<file path="src/rtl/memory_arbiter_pkg.sv">
// memory_arbiter_pkg
// Shared definitions for the two-client memory arbiter:
//   - default memory address/data widths used by the arbiter and its mux
//   - default timeout settings for the completion wait
//   - the arbiter state type
//   - the round-robin pick helper
package memory_arbiter_pkg;

  localparam int MEMORY_ADDR_WIDTH      = 16;
  localparam int MEMORY_DATA_WIDTH      = 32;
  localparam int DEFAULT_TIMEOUT_CYCLES = 1024;
  localparam int DEFAULT_CNT_W          = 11;

  typedef enum logic [1:0] {
    IDLE  = 2'd0,
    ISSUE = 2'd1,
    WAIT  = 2'd2,
    DONE  = 2'd3
  } arb_state_t;

  // Returns 1 when B should own the next transaction. With both clients
  // requesting, the one that did not win last time goes next.
  function automatic logic pick_b(input logic req_a,
                                  input logic req_b,
                                  input logic last_grant_b);
    if (req_a && req_b)
      return !last_grant_b;
    return req_b;
  endfunction

endpackage

</file>
<file path="src/rtl/memory_arbiter_mux.sv">
// memory_arbiter_mux
// Command multiplexer in front of the single-port memory unit. Only the
// selected client's command reaches the arbiter's command registers.
// Ports:
//   sel                 in  : 0 = client A, 1 = client B
//   mem_func_a/b        in  : client memory functions
//   address_a/b         in  : client addresses
//   write_data_a/b      in  : client write data
//   mem_func            out : selected memory function
//   address             out : selected address
//   write_data          out : selected write data
module memory_arbiter_mux #(
  parameter int ADDR_W = 16,
  parameter int DATA_W = 32
) (
  input  logic              sel,
  input  logic [1:0]        mem_func_a,
  input  logic [ADDR_W-1:0] address_a,
  input  logic [DATA_W-1:0] write_data_a,
  input  logic [1:0]        mem_func_b,
  input  logic [ADDR_W-1:0] address_b,
  input  logic [DATA_W-1:0] write_data_b,
  output logic [1:0]        mem_func,
  output logic [ADDR_W-1:0] address,
  output logic [DATA_W-1:0] write_data
);

  assign mem_func   = sel ? mem_func_b   : mem_func_a;
  assign address    = sel ? address_b    : address_a;
  assign write_data = sel ? write_data_b : write_data_a;

endmodule

</file>
<file path="src/rtl/memory_arbiter.sv">
// memory_arbiter
// Two-client round-robin arbiter and sequencer for the single-port memory
// unit. A granted request is latched into the command registers, started
// with a one-cycle mem_execute pulse, and completed with a one-cycle ack to
// its owner once the memory reports mem_finished (or the wait times out).
// Ports:
//   clk, rst                        : clock, synchronous active-high reset
//   req_*/mem_func_*/address_*/
//   write_data_*                    : held client requests and commands
//   ack_a, ack_b                    : one-cycle completion pulse per client
//   read_data                       : registered read result, shared
//   mem_func/mem_address/
//   mem_write_data                  : registered command to the memory unit
//   mem_execute                     : one-cycle start pulse
//   mem_finished, mem_read_data     : completion and read data from memory
//   grant_b                         : current owner (1 = B), mux select
//   timeout_err                     : sticky timeout flag, cleared by rst
module memory_arbiter
  import memory_arbiter_pkg::*;
#(
  parameter int ADDR_W         = MEMORY_ADDR_WIDTH,
  parameter int DATA_W         = MEMORY_DATA_WIDTH,
  parameter int TIMEOUT_CYCLES = DEFAULT_TIMEOUT_CYCLES,
  parameter int CNT_W          = DEFAULT_CNT_W
) (
  input  logic              clk,
  input  logic              rst,
  input  logic              req_a,
  input  logic [1:0]        mem_func_a,
  input  logic [ADDR_W-1:0] address_a,
  input  logic [DATA_W-1:0] write_data_a,
  output logic              ack_a,
  input  logic              req_b,
  input  logic [1:0]        mem_func_b,
  input  logic [ADDR_W-1:0] address_b,
  input  logic [DATA_W-1:0] write_data_b,
  output logic              ack_b,
  output logic [DATA_W-1:0] read_data,
  output logic [1:0]        mem_func,
  output logic [ADDR_W-1:0] mem_address,
  output logic [DATA_W-1:0] mem_write_data,
  output logic              mem_execute,
  input  logic              mem_finished,
  input  logic [DATA_W-1:0] mem_read_data,
  output logic              grant_b,
  output logic              timeout_err
);

  // The counter starts at 0 on the first WAIT cycle, so reaching this value
  // means TIMEOUT_CYCLES wait cycles have elapsed.
  localparam logic [CNT_W-1:0] LAST_COUNT = CNT_W'(TIMEOUT_CYCLES - 1);

  arb_state_t        state;
  logic              last_grant_b;
  logic [CNT_W-1:0]  wait_count;
  logic              next_grant_b;
  logic [1:0]        mux_func;
  logic [ADDR_W-1:0] mux_address;
  logic [DATA_W-1:0] mux_write_data;

  assign next_grant_b = pick_b(req_a, req_b, last_grant_b);

  // The mux is steered by the grant about to be taken, so the command
  // registers capture the new owner's command on the grant edge itself.
  memory_arbiter_mux #(
    .ADDR_W(ADDR_W),
    .DATA_W(DATA_W)
  ) u_mux (
    .sel         (next_grant_b),
    .mem_func_a  (mem_func_a),
    .address_a   (address_a),
    .write_data_a(write_data_a),
    .mem_func_b  (mem_func_b),
    .address_b   (address_b),
    .write_data_b(write_data_b),
    .mem_func    (mux_func),
    .address     (mux_address),
    .write_data  (mux_write_data)
  );

  // Pulse outputs default low every cycle and are raised only for the one
  // cycle they belong to; mem_finished is looked at only in WAIT.
  always_ff @(posedge clk) begin
    if (rst) begin
      state          <= IDLE;
      last_grant_b   <= 1'b1;
      wait_count     <= '0;
      ack_a          <= 1'b0;
      ack_b          <= 1'b0;
      mem_execute    <= 1'b0;
      mem_func       <= '0;
      mem_address    <= '0;
      mem_write_data <= '0;
      read_data      <= '0;
      grant_b        <= 1'b0;
      timeout_err    <= 1'b0;
    end else begin
      mem_execute <= 1'b0;
      ack_a       <= 1'b0;
      ack_b       <= 1'b0;
      case (state)
        IDLE: begin
          if (req_a || req_b) begin
            grant_b        <= next_grant_b;
            last_grant_b   <= next_grant_b;
            mem_func       <= mux_func;
            mem_address    <= mux_address;
            mem_write_data <= mux_write_data;
            mem_execute    <= 1'b1;
            state          <= ISSUE;
          end
        end
        ISSUE: begin
          wait_count <= '0;
          state      <= WAIT;
        end
        WAIT: begin
          if (mem_finished) begin
            read_data <= mem_read_data;
            ack_a     <= !grant_b;
            ack_b     <= grant_b;
            state     <= DONE;
          end else if (wait_count == LAST_COUNT) begin
            timeout_err <= 1'b1;
            ack_a       <= !grant_b;
            ack_b       <= grant_b;
            state       <= DONE;
          end else begin
            wait_count <= wait_count + 1'b1;
          end
        end
        DONE: begin
          state <= IDLE;
        end
        default: begin
          state <= IDLE;
        end
      endcase
    end
  end

endmodule

</file>
<file path="config.mk">
export PLATFORM = sky130hd
export DESIGN_NAME = memory_arbiter
export DESIGN_NICKNAME = d
export VERILOG_FILES = /design/src/rtl/memory_arbiter_pkg.sv /design/src/rtl/memory_arbiter_mux.sv /design/src/rtl/memory_arbiter.sv
export SDC_FILE = /design/constraint.sdc
export NUM_CORES = 1
export LEC_CHECK = 0
export ABC_AREA = 1
export CORE_MARGIN = 2
export CORE_UTILIZATION = 40
export DETAILED_ROUTE_END_ITERATION = 6
export GPL_TIMING_DRIVEN = 0
export PLACE_DENSITY = 0.83
export RECOVER_POWER = 100
export SLEW_MARGIN = 20
export SYNTH_ARGS = -nofsm -noshare
export SYNTH_HDL_FRONTEND = slang
export SYNTH_SLANG_ARGS = --single-unit
</file>
<file path="constraint.sdc">
create_clock -name clk -period 3.5 [get_ports clk]
set_clock_uncertainty 0.15 [all_clocks]
set_input_delay 0.7 -clock clk [delete_from_list [all_inputs] [get_ports clk]]
set_output_delay 0.7 -clock clk [all_outputs]
set_load 0.01 [all_outputs]
</file>
# ---- Word level (Yosys, flattened, before mapping)
# Index checks and enable logic that the tools add are counted.
dict set report word_totals {
  ram_bits 0
  latchBits 0
  output_inout_bits 87
  elab_cells 55
  regBits 101
  n_memories 0
  romBits 0
}
dict set report op_classes {
  n_eq_ne 8
  muxes 18
  add_sub_neg 1
  shift 0
  bitwise 3
  n_lt_le_gt_ge 0
  n_reduce_logical 13
  div_mod_pow 0
  n_mul 0
}
# cell count
set ops {}
lappend ops {{2-to-1 mux 32 bit} 1}
lappend ops {{2-to-1 mux 11 bit} 2}
lappend ops {{one-hot mux 11 bit (2 select lines)} 1}
lappend ops {{2-to-1 mux 16 bit} 1}
lappend ops {{adder 11 x 1 -> 11 bit, second input constant} 1}
lappend ops {{equality test 11 x 10 -> 1 bit, second input constant} 1}
lappend ops {{2-to-1 mux 1 bit} 8}
lappend ops {{2-to-1 mux 2 bit} 4}
lappend ops {{one-hot mux 2 bit (4 select lines)} 1}
lappend ops {{inequality test 2 bit, second input constant} 3}
lappend ops {{AND reduction 2 bit} 3}
lappend ops {{AND reduction 3 bit} 2}
lappend ops {{equality test 2 bit, second input constant} 2}
lappend ops {{OR reduction 2 bit} 2}
lappend ops {{inequality test 3 bit, second input constant} 1}
lappend ops {{inverter 1 bit} 3}
lappend ops {{equality test 2 x 1 -> 1 bit, second input constant} 1}
lappend ops {{logical NOT 1 bit} 2}
lappend ops {{logical NOT 2 bit} 1}
lappend ops {{nonzero test 2 bit} 1}
lappend ops {{logical AND 1 bit} 1}
lappend ops {{logical OR 1 bit} 1}

# ---- Logic depth before layout (Yosys ltp)
# Gate-level depths: netlist (run 1).
dict set report logic_depth {
  ltp_word 4
  ltp_mapped 11
  ltp_nobuf 10
}

# ---- Hierarchy
# Synthesis (run 1) repeated with hierarchy kept, for this count alone.
dict set report unflattened {
  hier_cells 672
  hier_area_um2 4518.1
}
# mod area_each_um2 n_inst seq_area_each_um2 cells_per_inst
set modules_own_cells {}
lappend modules_own_cells {memory_arbiter 3841.2 1 2021.9 510}
lappend modules_own_cells {memory_arbiter_mux 676.9 1 0.0 162}

# ---- Worst setup path after synthesis (run 1)
# Ideal clock, no wire load.
dict set report synth_path {
  kind {input port to flip-flop}
  from {input port req_b}
  to {register mem_address[0]}
  path_slack_ns 1.847
  path_stages 5
  n_path_buf 2
  arrival_ns 1.367
  setup_time_ns 0.137
  cell_sequence {nor2_1 > nor2_1 > buf_2 > clkbuf_1 > a31oi_1}
}
dict set report synth_between {
  elab_chain_len 4
}
# element line
set synth_rtl {}
lappend synth_rtl {{start, declared} memory_arbiter.sv:33} ;# input logic req_b,
lappend synth_rtl {{logical AND 1 bit} memory_arbiter_pkg.sv:26} ;# if (req_a && req_b)
lappend synth_rtl {{2-to-1 mux 1 bit} memory_arbiter_pkg.sv:26}
lappend synth_rtl {{2-to-1 mux 1 bit} memory_arbiter_pkg.sv:28} ;# return req_b;
lappend synth_rtl {{2-to-1 mux 16 bit} memory_arbiter_mux.sv:29} ;# assign address = sel ? address_b : address_a;
lappend synth_rtl {{end signal, assigned} memory_arbiter.sv:107} ;# mem_address <= mux_address;
lappend synth_rtl {{end, declared} memory_arbiter.sv:40} ;# output logic [ADDR_W-1:0] mem_address,
# Several ways; a longest one is shown, not always the timed one.
# A chain may end at the register's enable or synchronous reset.

# ---- Final worst setup path (run 1)
dict set report layout_path {
  from {input port mem_finished}
  to {register wait_count[6]}
}
dict set report layout_between {
  elab_chain_len 2
}
# element line
set layout_rtl {}
lappend layout_rtl {{start, declared} memory_arbiter.sv:43} ;# input logic mem_finished,
lappend layout_rtl {{inequality test 2 bit (no line)} n/a}
lappend layout_rtl {{AND reduction 3 bit (no line)} n/a}
lappend layout_rtl {{end signal, assigned} memory_arbiter.sv:129} ;# wait_count <= wait_count + 1'b1;
lappend layout_rtl {{end, declared} memory_arbiter.sv:55} ;# logic [CNT_W-1:0] wait_count;
# Every way passes these cells.

==> results of run 1 <==
[report_power, final]
group	total [mW]	switching (mW)	internal (mW)
Combinational	1.65	0.896	0.758
Sequential	1.59	0.147	1.45
Clock	0.738	0.406	0.332
[kinds of logic (layout without fill, tap and decap cells)]
family                     count (synthesis)  count (layout)
DFF                                      101             101
xor gates and xnor gates                   1               1
buffers and inverters                     60             297
AOI/OAI and AO/OA                        147             147
and+or+nand+nor                          256             256
adders and majority gates                  5               5
[sequential cells by signal, indices dropped and copies added, names as in the netlist]
| name | count |
|---|---|
| grant_b | 1 |
| mem_execute | 1 |
| ack_a | 1 |
| read_data | 32 |
| last_grant_b | 1 |
| timeout_err | 1 |
| ack_b | 1 |
| state | 2 |
| mem_address | 16 |
| mem_write_data | 32 |
| mem_func | 2 |
| wait_count | 11 |
[worst max-delay path: stages]
cell	delay, ns
dlygate4sd3_1	0.59
nor2_1	0.17
nand2_1	0.25
nand2_4	0.12
clkbuf_1	0.41
nand2_1	0.13
a21oi_1	0.13
[layout make-up]
class | count | area (sq um) | share of cell area [%]
timing repair buffer | 222 | 2220 | 33.0
clock inverter | 5 | 61.3 | 0.910
clock buffer | 10 | 128 | 1.89
inverter | 22 | 82.6 | 1.23
tap | 136 | 170 | 2.53
buffer | 38 | 155 | 2.30
multi-input combinational | 409 | 1900 | 28.1
sequential | 101 | 2020 | 30.0
[routing by layer]
| layer | part of all wire (%) | GRT usage [%] | vias up | wire, um |
|---|---|---|---|---|
| met4 | 3.1 | 10.2 | 0 | 440 |
| met2 | 50 | 44.5 | 199 | 7090 |
| met5 | 0 | 0 | - | 0 |
| li1 | - | - | 2350 | - |
| met3 | 9.4 | 9.07 | 31 | 1330 |
| met1 | 37 | 25.3 | 2209 | 5230 |
[worst max path at each step]
stage / from / cells past startpoint / slack, ns / endpoint
6_report: mem_finished / 7 / 1.14 / wait_count[6]
5_1_grt: wait_count[0] / 11 / 0.97 / wait_count[8]
4_1_cts: grant_b / 1 / 1.33 / grant_b
3_5_place_dp: req_a / 7 / 0.95 / mem_write_data[13]
3_3_place_gp: req_a / 7 / 1.02 / mem_write_data[0]
2_1_floorplan: req_b / 5 / 1.85 / mem_address[0]
[per-stage QoR]
stage	power (mW)	worst slack, ns	std cells	area, sq um	util, %
floorplan	2.43	1.85	570	4180	-
global placement	3.33	1.02	928	6580	64.3
detailed placement	3.39	0.950	928	6580	64.3
CTS	4.12	1.33	943	6760	66.1
global route	4.23	0.968	943	6740	65.8
finish	3.99	1.14	943	6740	65.8
[Yosys cell counts]
master      n
nand3_4     1
clkbuf_1   27
dfxtp_1   101
nor2_4      1
o21bai_1    1
nor3b_1     1
a21boi_0    1
nand2_1   149
a21oi_1     8
a31oi_1    51
buf_2       8
nand2_2     3
ha_1        5
buf_6       1
xor2_1      1
nand3_1    11
nand2_4     2
inv_2       2
clkinv_1    1
o21ai_1     1
nand3b_1    1
o21ai_0    85
nor3_1      3
clkbuf_4    1
clkbuf_2    1
and2_1      1
nor2_1     81
nor2_2      2
inv_1      19
==> metrics.txt, run 1 <==
Top-Level Pins=224; Mapped Area=between 4000 and 5000 sq um; RSZ-0062 raised after global routing=no; R2R setup slack=roughly 1.2 ns; cell count after synthesis=570; Simple-Gate Fraction of Synth Area=24.8%; Slew Limit Headroom=66.3%; # diodes=0; Port Buffers=222; Max Cap Violations=0; Startpoint Class=input port; cell leakage power=2.83 nW; Worst EP arrival=2.50 ns; main combinational cell family by area after synthesis=simple AND/OR/NAND/NOR gates; CP endpoint kind=flip-flop; Critical R2R Launch=wait_count[0]; Placer Congestion=0.883; Period Utilization, post-route=67.5%; most common cell after layout, fill and taps aside=nand2_1; Starting Density=between 40% and 50%; Routed WL=14,100 um; # setup viols final=0; global-route wire length before repair=22,100 um; critical path fanouts, max=10; status=finished, final reports clean; final-layout fill cell count=roughly 850; Max Fclk=0.423 GHz; Die ar.=11,300 sq um; top post-synthesis cells by area=dfxtp_1, nand2_1, o21ai_0; worst skew pair latency=0.35 ns; XOR/XNOR Fraction of Synth Area=0.209%; Worst Hold End=ack_a; HPWL Detailed=11,000 um; clk root buf=clkbuf_8; setup TNS=0 ns; grt ovf=0; row cnt=37; H-tree depth=3; Reg2Reg Depth=9; Max VDD drop=around 0.35 mV; Slew Limit Fails=0; clock sink count=approximately 100; type of the worst setup path=in2reg; area fraction of the dominant cell type after synthesis=48.3%; most frequent cells in the layout=nand2_1, clkdlybuf4s50_1, dfxtp_1; hold buffer count at CTS=0; antenna-violating nets left=0; number of CTS-inserted buffers=9; Hold Startpoint=grant_b; Max clock buf depth=2; Via Count=4,789; biggest area consumer among synthesized cells=dfxtp_1; Hold Path Stages=1; Final Hold Violating Endpoints=0; Iteration-0 DRC Markers=155; Syn Nets=712; register area share after synthesis=48.3%; Residual DRC=0; CTS resizes=0; FF+latch count, synth=101; TritonCTS clock tree=yes; largest net degree at the start of global routing=17; worst-margin pin slew=approximately 0.51 ns; average wire per standard cell=14.9 um; Warnings, synthesis=0; Layout Nets=about 950; worst path required time=3.64 ns; core outline area=~10,000 sq um; share of cells above drive strength 1=under 10%; PD cells=592 nW/um^2; FF-to-FF End=wait_count[9]; DRT Pass-1 Iters=5; die extent in y=between 100 and 150 um; post-synthesis cell type count=29; fin crit period=approximately 2.4 ns; Synth Area in Compound Gates=19.2%; area grow syn2layout=61.1%; clock-pin slew on the worst setup and hold paths=0.09 ns; Die W=106 um; vias per inst=5.08; Setup Fix Bufs, Post-CTS=0; GR Util All Layers=24.5%; initial antenna violation count=0; Hold WC Path Type=reg2reg; mux contribution to synthesized area=0%; Post-Synth Adder-Cell Area=1.50%; hold_ws=between 0.3 and 0.4 ns; syn_area_per_cell=7.34 sq um; vias in the first global route=4,767
Power figures use the tool's default switching activity.
==> inputs of run 2 (changes only) <==
--- a/config.mk
+++ b/config.mk
@@ -7,10 +7,10 @@
 export LEC_CHECK = 0
 export ABC_AREA = 1
 export CORE_MARGIN = 2
-export CORE_UTILIZATION = 40
+export CORE_UTILIZATION = 39
 export DETAILED_ROUTE_END_ITERATION = 6
 export GPL_TIMING_DRIVEN = 0
-export PLACE_DENSITY = 0.83
+export PLACE_DENSITY = 0.81
 export RECOVER_POWER = 100
 export SLEW_MARGIN = 20
 export SYNTH_ARGS = -nofsm -noshare
==> constraint.sdc (replaced) <==
create_clock -name clk -period 2.2 [get_ports clk]
set_clock_uncertainty 0.15 [all_clocks]
set_input_delay 0.44 -clock clk [delete_from_list [all_inputs] [get_ports clk]]
set_output_delay 0.44 -clock clk [all_outputs]
set_load 0.01 [all_outputs]
==> run 2 against run 1 <==
Via count shrank 0.90%. Critical path type unchanged. Cell count up 0.11%. Largest cell class unchanged. Core utilization down 0.29 points. Sequential share of layout area fell by 0.27 points. Combinational power grew 58%. Clock power rose by 76%. Hold slack got worse by 0.11 ns. Power increased by 62%. Critical endpoint is now mem_address[9]. Sequential power up 59%. Setup slack got worse by 0.92 ns.
==> metrics.txt, run 2 (synthesis results as in run 1) <==
Via Count=about 4,700; PnR Total Power=approximately 6.5 mW; area grow syn2layout=62.5%; hold buffer count at CTS=0; DRT Pass-1 Iters=4; hold_ws=0.213 ns; clk root buf=clkbuf_8; Internal Power=roughly 4.2 mW; status=finished, final reports clean; # setup viols final=0; Period Utilization, post-route=90.3%; clock sink count=roughly 100; CP endpoint kind=flip-flop; non-filler cells, final=~940; RSZ-0062 raised after global routing=no; final-layout fill cell count=884; Starting Density=40.3%; most frequent cells in the layout=nand2_1, clkdlybuf4s50_1, dfxtp_1; finished layout cell area=approximately 6800 sq um; Reg2Reg Depth=11; vias in the first global route=4,697; Hold Path Stages=2; number of CTS-inserted buffers=9; PD cells=between 900 and 1000 nW/um^2; Layout Nets=945; Slew Limit Headroom=68.3%; switching pwr=2.25 mW; worst-margin pin slew=0.475 ns; TritonCTS clock tree=yes; Placement Setup Slack=-0.0529 ns; Logic pwr share=40.5%; worst skew pair latency=0.37 ns; worst path required time=2.35 ns; cell leakage power=2.86 nW; placed cell area=6580 sq um; post-layout util=~66%; row cnt=37; grt ovf=0; Die ar.=between 10,000 and 15,000 sq um; Placer Congestion=roughly 0.89; Iteration-0 DRC Markers=201; Placed Cells=928; sw frac=34.9%; GR Util All Layers=24.2%; clock-pin slew on the worst setup and hold paths=0.10 ns; critical path fanouts, max=10; Startpoint Class=input port; Max VDD drop=0.551 mV; Final Hold Violating Endpoints=0; CTS resizes=0; HPWL Detailed=roughly 11,000 um; H-tree depth=3; Largest regs=mem_write_data (32), read_data (32), mem_address (16); Routed WL=13,900 um; Port Buffers=between 200 and 250; antenna-violating nets left=0; Worst EP arrival=2.13 ns; Top-Level Pins=roughly 220; core outline area=10,400 sq um; Max Cap Violations=0; worst setup margin=approximately 0.21 ns; vias per inst=5.03; Residual DRC=0; Setup Fix Bufs, Post-CTS=0; most common cell after layout, fill and taps aside=nand2_1; Die W=between 100 and 150 um; # diodes=0; setup TNS=0 ns; Max clock buf depth=2; Hold WC Path Type=in2reg; initial antenna violation count=0; fin crit period=1.99 ns; Max Fclk=0.503 GHz; die extent in y=108 um; Clk pwr share=slightly above 20%; share of cells above drive strength 1=under 10%; largest net degree at the start of global routing=16; type of the worst setup path=in2reg; Slew Limit Fails=0; Reg power frac=between 30% and 40%; average wire per standard cell=14.7 um; global-route wire length before repair=22,000 um
[run 2: cell count changes in the layout (fill, tap and decap cells not counted), moves of 2 or more]
cell	previous run	this run
clkbuf_1	31	28
clkbuf_8	9	14
clkinv_4	2	0
nand2_1	151	149
[run 2: per-layer routing]
metal	vias up	GRT usage, %	part of all wire, %
met4	0	9.07	2.5
met5	-	0	0
met3	21	10.2	11
li1	2352	-	-
met1	2184	25.2	37
met2	189	43.0	50
[run 2: power groups by stage]
stage	Combinational, mW	Sequential [mW]	Clock (mW)
2_1_floorplan	1.10	2.77	0
3_3_place_gp	2.74	2.56	0
3_5_place_dp	2.79	2.58	0
4_1_cts	2.81	2.55	1.33
5_1_grt	2.89	2.59	1.39
6_report	2.61	2.53	1.30
[run 2: worst max-delay path, cell delays in order]
cell and delay (ns):
dlygate4sd3_1 0.56, nand2_1 0.07, nand2_1 0.16, clkinv_1 0.18
clkbuf_1 0.40, nand2_1 0.13, a31oi_1 0.19
[run 2: final timing paths]
path	start	end	slack, ns
worst max register to register	state[0]	wait_count[8]	0.22
worst max-delay path	req_a	mem_address[9]	0.21
worst min-delay path	rst	wait_count[3]	0.21
worst min register to register	timeout_err	timeout_err	0.33
[run 2: cell type report]
| type | instances | area, sq um | area share [%] |
|---|---|---|---|
| multi-input combinational | 409 | 1910 | 28.1 |
| inverter | 22 | 82.6 | 1.21 |
| clock inverter | 2 | 37.5 | 0.552 |
| buffer | 38 | 158 | 2.32 |
| clock buffer | 14 | 193 | 2.83 |
| sequential | 101 | 2020 | 29.7 |
| tap | 136 | 170 | 2.50 |
| timing repair buffer | 222 | 2220 | 32.7 |
